**src/rtl/result_uart_tx.sv**
```systemverilog
`default_nettype none
// ============================================================================
//  Module   : result_uart_tx
//  Purpose  : Captures a 32-bit result word on a valid/ready handshake and
//             sends it as 8 uppercase ASCII hex digits (MSB nibble first)
//             followed by CR LF over a UART 8N1 line.
//  Revision : 1.0  initial release
// ============================================================================
module result_uart_tx #(
    parameter int CLKS_PER_BIT = 16
) (
    input  logic        clk,
    input  logic        rst,            // synchronous, active-low
    input  logic        result_valid,
    input  logic [31:0] result,
    output logic        ready,
    output logic        busy,
    output logic        tx,
    output logic        overrun
);

    localparam logic [15:0] c_BAUD_LAST = 16'(CLKS_PER_BIT - 1);
    localparam logic [3:0]  c_LAST_BYTE = 4'd9;

    typedef enum logic [1:0] {
        S_IDLE  = 2'd0,
        S_START = 2'd1,
        S_DATA  = 2'd2,
        S_STOP  = 2'd3
    } state_t;

    state_t      r_state;
    logic [31:0] r_hold;
    logic [3:0]  r_byte_idx;
    logic [2:0]  r_bit_idx;
    logic [15:0] r_baud_cnt;
    logic        r_tx;
    logic        r_ready;
    logic        r_busy;
    logic        r_overrun;

    logic [4:0]  w_nib_lsb;
    logic [3:0]  w_nibble;
    logic [7:0]  w_hex;
    logic [7:0]  w_byte;
    logic        w_bit_end;

    // Select the character for the current byte slot: hex digit, CR or LF
    always_comb begin
        w_nib_lsb = 5'd28 - {r_byte_idx[2:0], 2'b00};
        w_nibble  = r_hold[w_nib_lsb +: 4];
        // 'A' - 10 = 8'h37, so letters come out as 8'h37 + nibble
        w_hex     = (w_nibble < 4'd10) ? (8'h30 + {4'h0, w_nibble})
                                       : (8'h37 + {4'h0, w_nibble});
        case (r_byte_idx)
            4'd8:    w_byte = 8'h0D;
            4'd9:    w_byte = 8'h0A;
            default: w_byte = w_hex;
        endcase
        w_bit_end = (r_baud_cnt == c_BAUD_LAST);
    end

    // Frame sequencer: handshake, start/data/stop bit timing and sticky overrun
    always_ff @(posedge clk) begin
        if (!rst) begin
            r_state    <= S_IDLE;
            r_hold     <= 32'h0;
            r_byte_idx <= 4'd0;
            r_bit_idx  <= 3'd0;
            r_baud_cnt <= 16'd0;
            r_tx       <= 1'b1;
            r_ready    <= 1'b1;
            r_busy     <= 1'b0;
            r_overrun  <= 1'b0;
        end else begin
            // A word offered while a frame is running is dropped and flagged
            if (result_valid && !r_ready) begin
                r_overrun <= 1'b1;
            end

            case (r_state)
                S_IDLE: begin
                    if (result_valid && r_ready) begin
                        r_hold     <= result;
                        r_state    <= S_START;
                        r_tx       <= 1'b0;
                        r_ready    <= 1'b0;
                        r_busy     <= 1'b1;
                        r_byte_idx <= 4'd0;
                        r_bit_idx  <= 3'd0;
                        r_baud_cnt <= 16'd0;
                    end
                end

                S_START: begin
                    if (w_bit_end) begin
                        r_baud_cnt <= 16'd0;
                        r_bit_idx  <= 3'd0;
                        r_state    <= S_DATA;
                        r_tx       <= w_byte[0];
                    end else begin
                        r_baud_cnt <= r_baud_cnt + 16'd1;
                    end
                end

                S_DATA: begin
                    if (w_bit_end) begin
                        r_baud_cnt <= 16'd0;
                        if (r_bit_idx == 3'd7) begin
                            r_state <= S_STOP;
                            r_tx    <= 1'b1;
                        end else begin
                            r_bit_idx <= r_bit_idx + 3'd1;
                            r_tx      <= w_byte[r_bit_idx + 3'd1];
                        end
                    end else begin
                        r_baud_cnt <= r_baud_cnt + 16'd1;
                    end
                end

                S_STOP: begin
                    if (w_bit_end) begin
                        r_baud_cnt <= 16'd0;
                        if (r_byte_idx < c_LAST_BYTE) begin
                            // next start bit follows the stop bit directly
                            r_byte_idx <= r_byte_idx + 4'd1;
                            r_state    <= S_START;
                            r_tx       <= 1'b0;
                        end else begin
                            r_state <= S_IDLE;
                            r_ready <= 1'b1;
                            r_busy  <= 1'b0;
                        end
                    end else begin
                        r_baud_cnt <= r_baud_cnt + 16'd1;
                    end
                end

                default: begin
                    r_state <= S_IDLE;
                    r_tx    <= 1'b1;
                    r_ready <= 1'b1;
                    r_busy  <= 1'b0;
                end
            endcase
        end
    end

    assign ready   = r_ready;
    assign busy    = r_busy;
    assign tx      = r_tx;
    assign overrun = r_overrun;

endmodule
`default_nettype wire

```
**config.mk**
```make
export PLATFORM = sky130hd
export DESIGN_NAME = result_uart_tx
export DESIGN_NICKNAME = d
export VERILOG_FILES = /design/src/rtl/result_uart_tx.sv
export SDC_FILE = /design/constraint.sdc
export NUM_CORES = 1
export LEC_CHECK = 0
export ABC_CLOCK_PERIOD_IN_PS = 3400
export CORE_ASPECT_RATIO = 1.1
export CORE_MARGIN = 8
export CORE_UTILIZATION = 50
export DETAILED_ROUTE_END_ITERATION = 10
export GPL_TIMING_DRIVEN = 0
export PLACE_DENSITY = 0.73
export SYNTH_ARGS = -nofsm -noshare
export SYNTH_HDL_FRONTEND = slang
export SYNTH_SLANG_ARGS = --single-unit
```
**constraint.sdc**
```tcl
create_clock -name clk -period 3.4 [get_ports clk]
set_input_delay 0.34 -clock clk [delete_from_list [all_inputs] [get_ports clk]]
set_output_delay 0.34 -clock clk [all_outputs]
set_load 0.005 [all_outputs]
```
* Yosys cells after proc, flatten, opt, wreduce, memory -nomap -nowiden
Index checks and enable logic that the tools add are counted.
W data, S select, Z words.
** Operators by class
- Reduce and logical (&&, ||, !) cells :: 13
- Shift-type cells :: 1
- Add/sub/neg operators :: 6
- $mul :: 0
- Bitwise operators :: 0
- Equality and inequality tests :: 15
- Div/mod/pow operators :: 0
- $lt $le $gt $ge :: 3
- Muxes and demuxes :: 37
** Operators with widths (count)
- $mux W16 :: 2
- $pmux W16 S2 :: 1
- $shiftx A32 B6 Y4 :: 1
- $add A16 B1 Y16 const B :: 1
- $eq A16 B4 Y1 const B :: 1
- $ne A2 B2 Y1 const B :: 8
- $reduce_and A5 Y1 :: 3
- $add A6 B4 Y7 const A :: 2
- $pmux W7 S2 :: 1
- $mux W1 :: 13
- $mux W3 :: 4
- $mux W4 :: 3
- $mux W2 :: 5
- $pmux W3 S3 :: 1
- $eq A4 B4 Y1 const B :: 2
- $lt A4 B4 Y1 const B :: 2
- $pmux W2 S4 :: 1
- $pmux W4 S2 :: 1
- $reduce_and A4 Y1 :: 2
- $mux W7 :: 1
- $sub A5 B5 Y5 const A :: 1
- $add A4 B1 Y4 const B :: 1
- $eq A2 B2 Y1 const B :: 2
- $lt A3 B4 Y1 const B :: 1
- 13 further kinds :: 15
** Word-level totals
- Output and inout port bits :: 4
- Memories :: 0
- Bits in latches :: 0
- Input bits :: 35
- Memory bits (writable) :: 0
- Register bits :: 61
- Memory bits (read-only) :: 0

* Longest topological paths before layout
Gate-level depths: netlist of run 1.
- Depth in word-level cells :: 10
- Mapped depth :: 11

* Worst setup path after synthesis of run 1
OpenSTA, ideal clock, no wires.
- Kind :: register to register
- From :: register r_byte_idx[2]
- To :: register r_tx (netlist: tx)
- Data arrival time :: 2.335 ns
- Setup time :: 0.078 ns
- Stages on the path, launching flop included :: 12
- Setup slack :: 0.987 ns
- Data required time :: 3.322 ns
- Period minus slack after synthesis :: 2.413 ns
- Cell sequence :: dfxtp_1 > buf_6 > mux4_2 > mux2_2 > clkinv_1 > ha_1 > o211ai_1 > mux2i_1 > a31oi_1 > a311oi_1 > o31ai_1 > a32oi_1
** On the way
- Word-level cells in the longest chain between the ends :: 10
- Elaborated cells between the ends (all ways) :: 18
** Ends and longest elaborated chain
- from (decl) :: RTL line 34 : logic [3:0] r_byte_idx;
- from (signal assigned) :: RTL line 126 : r_byte_idx <= r_byte_idx + 4'd1;
- $sub A5 B5 Y5 :: RTL line 50 : w_nib_lsb = 5'd28 - {r_byte_idx[2:0], 2'b00};
- $shiftx A32 B6 Y4 :: RTL line 51 : w_nibble = r_hold[w_nib_lsb +: 4];
- $add A6 B4 Y7, or another cell as far along :: RTL line 54 : : (8'h37 + {4'h0, w_nibble});
- $mux W7 :: RTL line 53 : w_hex = (w_nibble < 4'd10) ? (8'h30 + {4'h0, w_nibble})
- $pmux W7 S2 :: RTL line 55 : case (r_byte_idx)
- $bmux W1 S3 :: RTL line 114 : r_tx <= w_byte[r_bit_idx + 3'd1];
- $mux W1 (not written as such) :: RTL line 114
- $mux W1 :: RTL line 109 : if (r_bit_idx == 3'd7) begin
- $mux W1 :: RTL line 107 : if (w_bit_end) begin
- $pmux W1 S4 :: RTL line 81 : case (r_state)
- to (signal assigned) :: RTL line 100 : r_tx <= w_byte[0];
- to (signal assigned) :: RTL line 114
- to (decl) :: RTL line 37 : logic r_tx;
Parallel ways exist; a longest one is shown, timed or not. The select of a mux whose other input is x is not followed.
A chain may end at the register's enable or synchronous reset.

* Final worst setup path of run 1
Same ends and word-level chain as after synthesis.

==> results of run 1 <==
-- metrics by stage --
step | area (µm²) | utilization | instances | worst slack (ps) | hold slack [ps]
floorplan | 3150 | - | 362 | 987 | 440
global placement | 3620 | 0.592 | 479 | 796 | 448
detailed placement | 3620 | 0.592 | 479 | 761 | 457
CTS | 3830 | 0.626 | 494 | 720 | 257
global route | 3830 | 0.626 | 494 | 480 | 251
finish | 3830 | 0.626 | 494 | 715 | 265
-- worst register-to-register path, delay by kind of cell, from the launching register on --
family / cells / cell delay (ps)
multiplexers: 3 / 1020
adder cells (fa/ha/maj): 1 / 230
AO/OA/AOI/OAI: 5 / 800
buffers and inverters: 2 / 250
flip-flops: 1 / 320
-- layout make-up --
cell class / count / area, µm² / share of cell area
plain buffers: 18 / 103 / 0.0268
clock buffers: 12 / 165 / 0.0431
clock inverters: 3 / 43.8 / 0.0114
inverters: 11 / 41.3 / 0.0108
multi-input cells: 272 / 1790 / 0.466
flip-flops and latches: 61 / 1220 / 0.319
well taps: 80 / 100 / 0.0261
repair buffers: 37 / 370 / 0.0967
-- final timing paths --
| check | end | slack, ps | cells past startpoint |
|---|---|---|---|
| min reg2reg | r_hold[22] | 470 | 2 |
| max reg2reg | tx | 720 | 11 |
| min | r_hold[21] | 260 | 2 |
| max | tx | 720 | 11 |
-- cell usage in the layout (no fill, tap or decap), types with 3 or more instances in the layout --
master           instances
nand2_1                 85
dfxtp_1                 61
clkdlybuf4s50_1         37
a21boi_0                36
nor2_1                  26
ha_1                    13
clkbuf_8                12
clkbuf_1                11
xor2_1                  11
inv_1                   10
nand3_1                 10
o21ai_0                 10
mux4_2                   8
mux2i_1                  6
nor2b_1                  6
a21oi_1                  6
xnor2_1                  5
and3_1                   4
nor3_1                   4
nand4_1                  4
buf_6                    3
nor4_1                   3
o211ai_1                 3
-- metal layers --
metal / track usage / wire (µm)
met1: 0.193 / 3170
met2: 0.291 / 3500
met3: 0.0520 / 345
met4: 0.105 / 231
met5: 0 / 0
-- cell families after synthesis --
logic type,synth area share
mux,0.0953
compound gates,0.160
fa+ha+maj,0.0516
simple gates,0.216
buf+inv,0.0457
xor+xnor,0.0445
flops,0.387
-- power by group through the flow --
stage	sequential, mW	clock [mW]	combinational [mW]
finish	0.899	0.680	0.746
global route	0.914	0.730	0.852
CTS	0.900	0.692	0.749
detailed placement	0.916	0	0.743
global placement	0.910	0	0.731
floorplan	0.892	0	0.524
-- registers in the layout, summed over array words and instances, names as in the netlist --
signal      flops
r_bit_idx       3
r_hold         32
overrun         1
r_byte_idx      4
r_state         2
r_baud_cnt     16
ready           1
busy            1
tx              1
==> flow_summary.toml, run 1 <==
[timing]
finalHoldViolations = 0
max_slew_margin = 0.581
skew_ps = 9.14
clock.fmax_mhz = 372
finalMaxSlewViolations = 0
rsz0062_at_grt = "false"
fin_tns_setup_ps = 0
min_period_ps = 2680
worst_slew_pin_slew_ps = 623
finalCritPeriodShare = 0.790
finalSetupViolCount = 0

[clock_network]
clock-root-buffer = "clkbuf_8"
cts_setup_buffers = 0
path_clk_slew_ps = 70
cts_resized = 0
cts_buffers = 9
tritoncts = "done"
clock_sinks = 61
clockBufferDepth = 2
cts_htree_levels = 3
clock_latency_ps = 350
cts-hold-fix-buffers = 0

[floorplan]
die_height_um = 99.3
coreArea_um2 = 6120
pin_count = 39
rows = 30
start_util = 0.515
dieArea_um2 = 9100
die_x_um = 91.7

[place]
dp_hpwl_um = 5300
port_buffers = 37
place_congestion = 0.801

[setup_path]
critical_path.top_delay_family = "multiplexers"
crit_path_end_kind = "flop"
crit_arrival_ps = 2960
cp-startpoint = "r_byte_idx[2]"
slowest_delay_ps = 530
crit_fanout = 10
critical_path.cell_chain = "buf_6 -> mux4_2 -> mux2_2 -> clkinv_1 -> ha_1 -> o211ai_1 -> mux2i_1 -> a31oi_1 -> a311oi_1 -> o31ai_1 -> a32oi_1"
critPathBufInv = 2
slowest_stage = "mux4_2"
startpoint_type = "flop"
regToRegStartpoint = "r_byte_idx[2]"
critPathKind = "flop to flop"
worst-endpoint-required_ps = 3680

[drt]
drt_iter0_drc = 92
drt-pass1-iter-count = 4
ant_nets = 0
via_count = 2636
routed_via_density = 5.34
wl_per_cell_um = 14.7
route.detailed.drc = 0
routed_wirelength_um = 7250

[layout]
fill_cells = 543
drive_above_1_share = 0.0894
nets = 458
syn2layout_area_growth_pct = 21.6
antenna_cells = 0

[power_and_ir_drop]
power.share.switching = 0.343
p_sw_mw = 0.796
p_total_mw = 2.33
internal-power_mw = 1.53
comb_power_share = 0.321
irDropWorstVdd_mv = 0.321
p_leak_nw = 1.44
seqPwrFrac = 0.387
p_per_area_nw_per_um2 = 607
clock_power_share = 0.293

[min_path]
hold_class = "input port to flop"
min_from = "rst"

[global_routing]
grt_util_all_layers = 0.175
grt.overflow.total = 0
grt_pass1_wl_um = 12800
grt_pass1_vias = 2757
grt_max_degree = 11
antenna_found_initial = 0

[logic_synthesis]
synth_cells = 362
yosysTopAreaCell = "dfxtp_1"
synth_seq_cells = 61
ys.warnings.count = 0
syn_nets = 410
ys_top_cells_by_area = "dfxtp_1 (39%), nand2_1 (10%), a21boi_0 (8.6%), mux4_2 (5.7%), ha_1 (5.2%)"
dominantRegCellSynth = "dfxtp_1"
avgSynthCellArea_um2 = 8.71
synth_most_common_cell = "nand2_1"
synth_edf_count = 0
synthArstFlopShare = 0
synth_top_area_share = 0.387
yosysSeqAreaShare = 0.387
netlist_area_um2 = 3150
yosysUniqueCellTypes = 50
synth_top_cells_by_count = "nand2_1 (85), dfxtp_1 (61), a21boi_0 (36), nor2_1 (26), ha_1 (13)"

[status]
status = "completed"

[flow_run]
drv_cap = 0
Power figures use the tool's default switching activity.
==> run 2, diff against run 1 <==
Settings changed: ABC_CLOCK_PERIOD_IN_PS 3400 to 2160, PLACE_DENSITY 0.73 to 0.76.
Clock period 3.4 ns to 2.16 ns, I/O delays scaled along.
==> run 2 against run 1 <==
Net effect: the flow now finishes with violations (negative setup slack); clock power grew 82%; wire length increased by 4.0%; worst hold slack got worse by 110 ps; sequential power rose by 58%; sequential cell count is the same; maximum frequency increased by 11%; sequential share of layout area fell by 1.6 points; register-to-register slack lost 980 ps; first-iteration DRC count is 12% higher; largest cell class unchanged; highest routed layer unchanged.
==> flow_summary.toml, run 2 (same netlist as run 1, synthesis figures left out) <==
[global_routing]
grt_pass1_vias = 2802
grt_util_all_layers = 0.175
antenna_found_initial = 0
grt_max_degree = 12
grt_pass1_wl_um = 12800
grt.overflow.total = 0

[setup_path]
worst-endpoint-required_ps = 2430
endpoint = "tx"
rr_worst_depth = 11
rrSetupSlack_ps = -260
crit_fanout = 4
cp-startpoint = "r_byte_idx[2]"
crit_arrival_ps = 2700
startpoint_type = "flop"
critPathKind = "flop to flop"
regToRegStartpoint = "r_byte_idx[2]"
r2r-end = "tx"
crit_path_end_kind = "flop"

[layout]
finalInstanceArea_um2 = 4050
fill_cells = 513
top_register = "r_hold"
antenna_cells = 0
drive_above_1_share = 0.151
multiInputGateArea_um2 = 1860
final_cell_mix = "nand2_1 (85), dfxtp_1 (57), clkdlybuf4s50_1 (37)"
largest_reg_flops = 32
fin_util = 0.662
top_regs = "r_hold: 32 flops, r_baud_cnt: 16 flops, r_byte_idx: 4 flops"
syn2layout_area_growth_pct = 28.4
stdcell_count = 504
nets = 467
ff_latch_area_um2 = 1230
mostFrequentLayoutCell = "nand2_1"

[timing]
finalHoldViolations = 0
skew_ps = 5.35
min_period_ps = 2420
setup_ws_ps = -264
finalCritPeriodShare = 1.12
finalSetupViolCount = 1
fin_tns_setup_ps = -264
clock.fmax_mhz = 412
rsz0062_at_grt = "true"
max_slew_margin = 0.665
worst_slew_pin_slew_ps = 500
finalMaxSlewViolations = 0

[flow_run]
drv_cap = 0

[clock_network]
tritoncts = "done"
clock-root-buffer = "clkbuf_8"
clockBufferDepth = 2
cts_buffers = 9
cts-hold-fix-buffers = 0
clock_sinks = 61
cts_htree_levels = 3
clock_latency_ps = 350
path_clk_slew_ps = 70

[drt]
wl_per_cell_um = 15.0
drt_iter0_drc = 103
via_count = 2722
routed_wirelength_um = 7540
drt-pass1-iter-count = 4
ant_nets = 0
routed_via_density = 5.40
route.detailed.drc = 0

[power_and_ir_drop]
p_leak_nw = 1.52
p_total_mw = 3.94
irDropWorstVdd_mv = 0.538
p_per_area_nw_per_um2 = 972

[floorplan]
pin_count = 39
start_util = 0.515
coreArea_um2 = 6120
rows = 30
die_height_um = 99.3
dieArea_um2 = 9100
die_x_um = 91.7

[place]
place_inst = 479
post_dp_cell_area_um2 = 3650
port_buffers = 37
dp_hpwl_um = 5290
place_congestion = 0.811

[status]
violations = "negative setup slack"
status = "complete, but fails checks"

[min_path]
hold_class = "input port to flop"
==> run 2: timing repair <==
| item | in CTS | in global routing |
|---|---|---|
| gates resized for setup | 9 | 15 |
| pin swaps | 3 | 3 |
| setup endpoints to repair | 15 | 39 |
| hold endpoints to repair | 0 | 0 |
| cloned | 0 | 0 |
| setup buffers | 9 | 1 |
==> run 2: worst min-delay path by stage <==
stage | start | endpoint | slack (ps) | cells past startpoint
final | rst | r_baud_cnt[12] | 150 | 2
after detailed placement | overrun | overrun | 450 | 1
after global placement | r_hold[19] | r_hold[19] | 450 | 2
after global routing | rst | r_baud_cnt[12] | 150 | 2
after CTS | rst | r_baud_cnt[12] | 150 | 2
after floorplan | result[19] | r_hold[19] | 360 | 2
==> run 2: final cells by class <==
cell class | instances | area share
multi-input cells | 272 | 0.461
clock buffers | 10 | 0.0315
well taps | 80 | 0.0247
plain buffers | 17 | 0.0281
flip-flops and latches | 61 | 0.303
inverters | 11 | 0.0114
clock inverters | 6 | 0.0275
repair buffers | 47 | 0.113
==> run 2: worst max-delay path, cell delays in order (launching register included) <==
cell      delay (ps)
dfxtp_2          330
buf_8            110
mux4_2           510
mux2_4           300
clkinv_4          60
ha_4             120
o211ai_1          70
mux2i_1          140
a31oi_1          120
a311oi_1         300
o31ai_2          110
a32oi_1          180
==> run 2: power breakdown <==
group          leakage [nW]  total [mW]  internal, mW  switching (mW)
logic                 0.907        1.28         0.545           0.736
clock network         0.116        1.24         0.766           0.469
registers             0.499        1.42          1.30           0.118
total                  1.52        3.94          2.61            1.32
==> run 2: layer usage <==
layer | track usage | vias up | part of all wire
met5 | 0 | - | 0
met4 | 0.100 | 0 | 0.019
met3 | 0.0482 | 13 | 0.049
met2 | 0.302 | 72 | 0.51
met1 | 0.187 | 1283 | 0.42
li1 | - | 1354 | -
==> run 2: stage by stage <==
stage,worst slack [ps],hold WS [ps]
after floorplan,-74.7,361
after global placement,-321,446
after detailed placement,-354,453
after CTS,-276,148
after global routing,-359,147
final,-264,153
==> run 3, diff against run 2 <==
Settings changed: CTS_CLUSTER_DIAMETER set to 150.
==> results of run 3 <==
The final DEF is identical to that of run 2; final timing and power are the same.
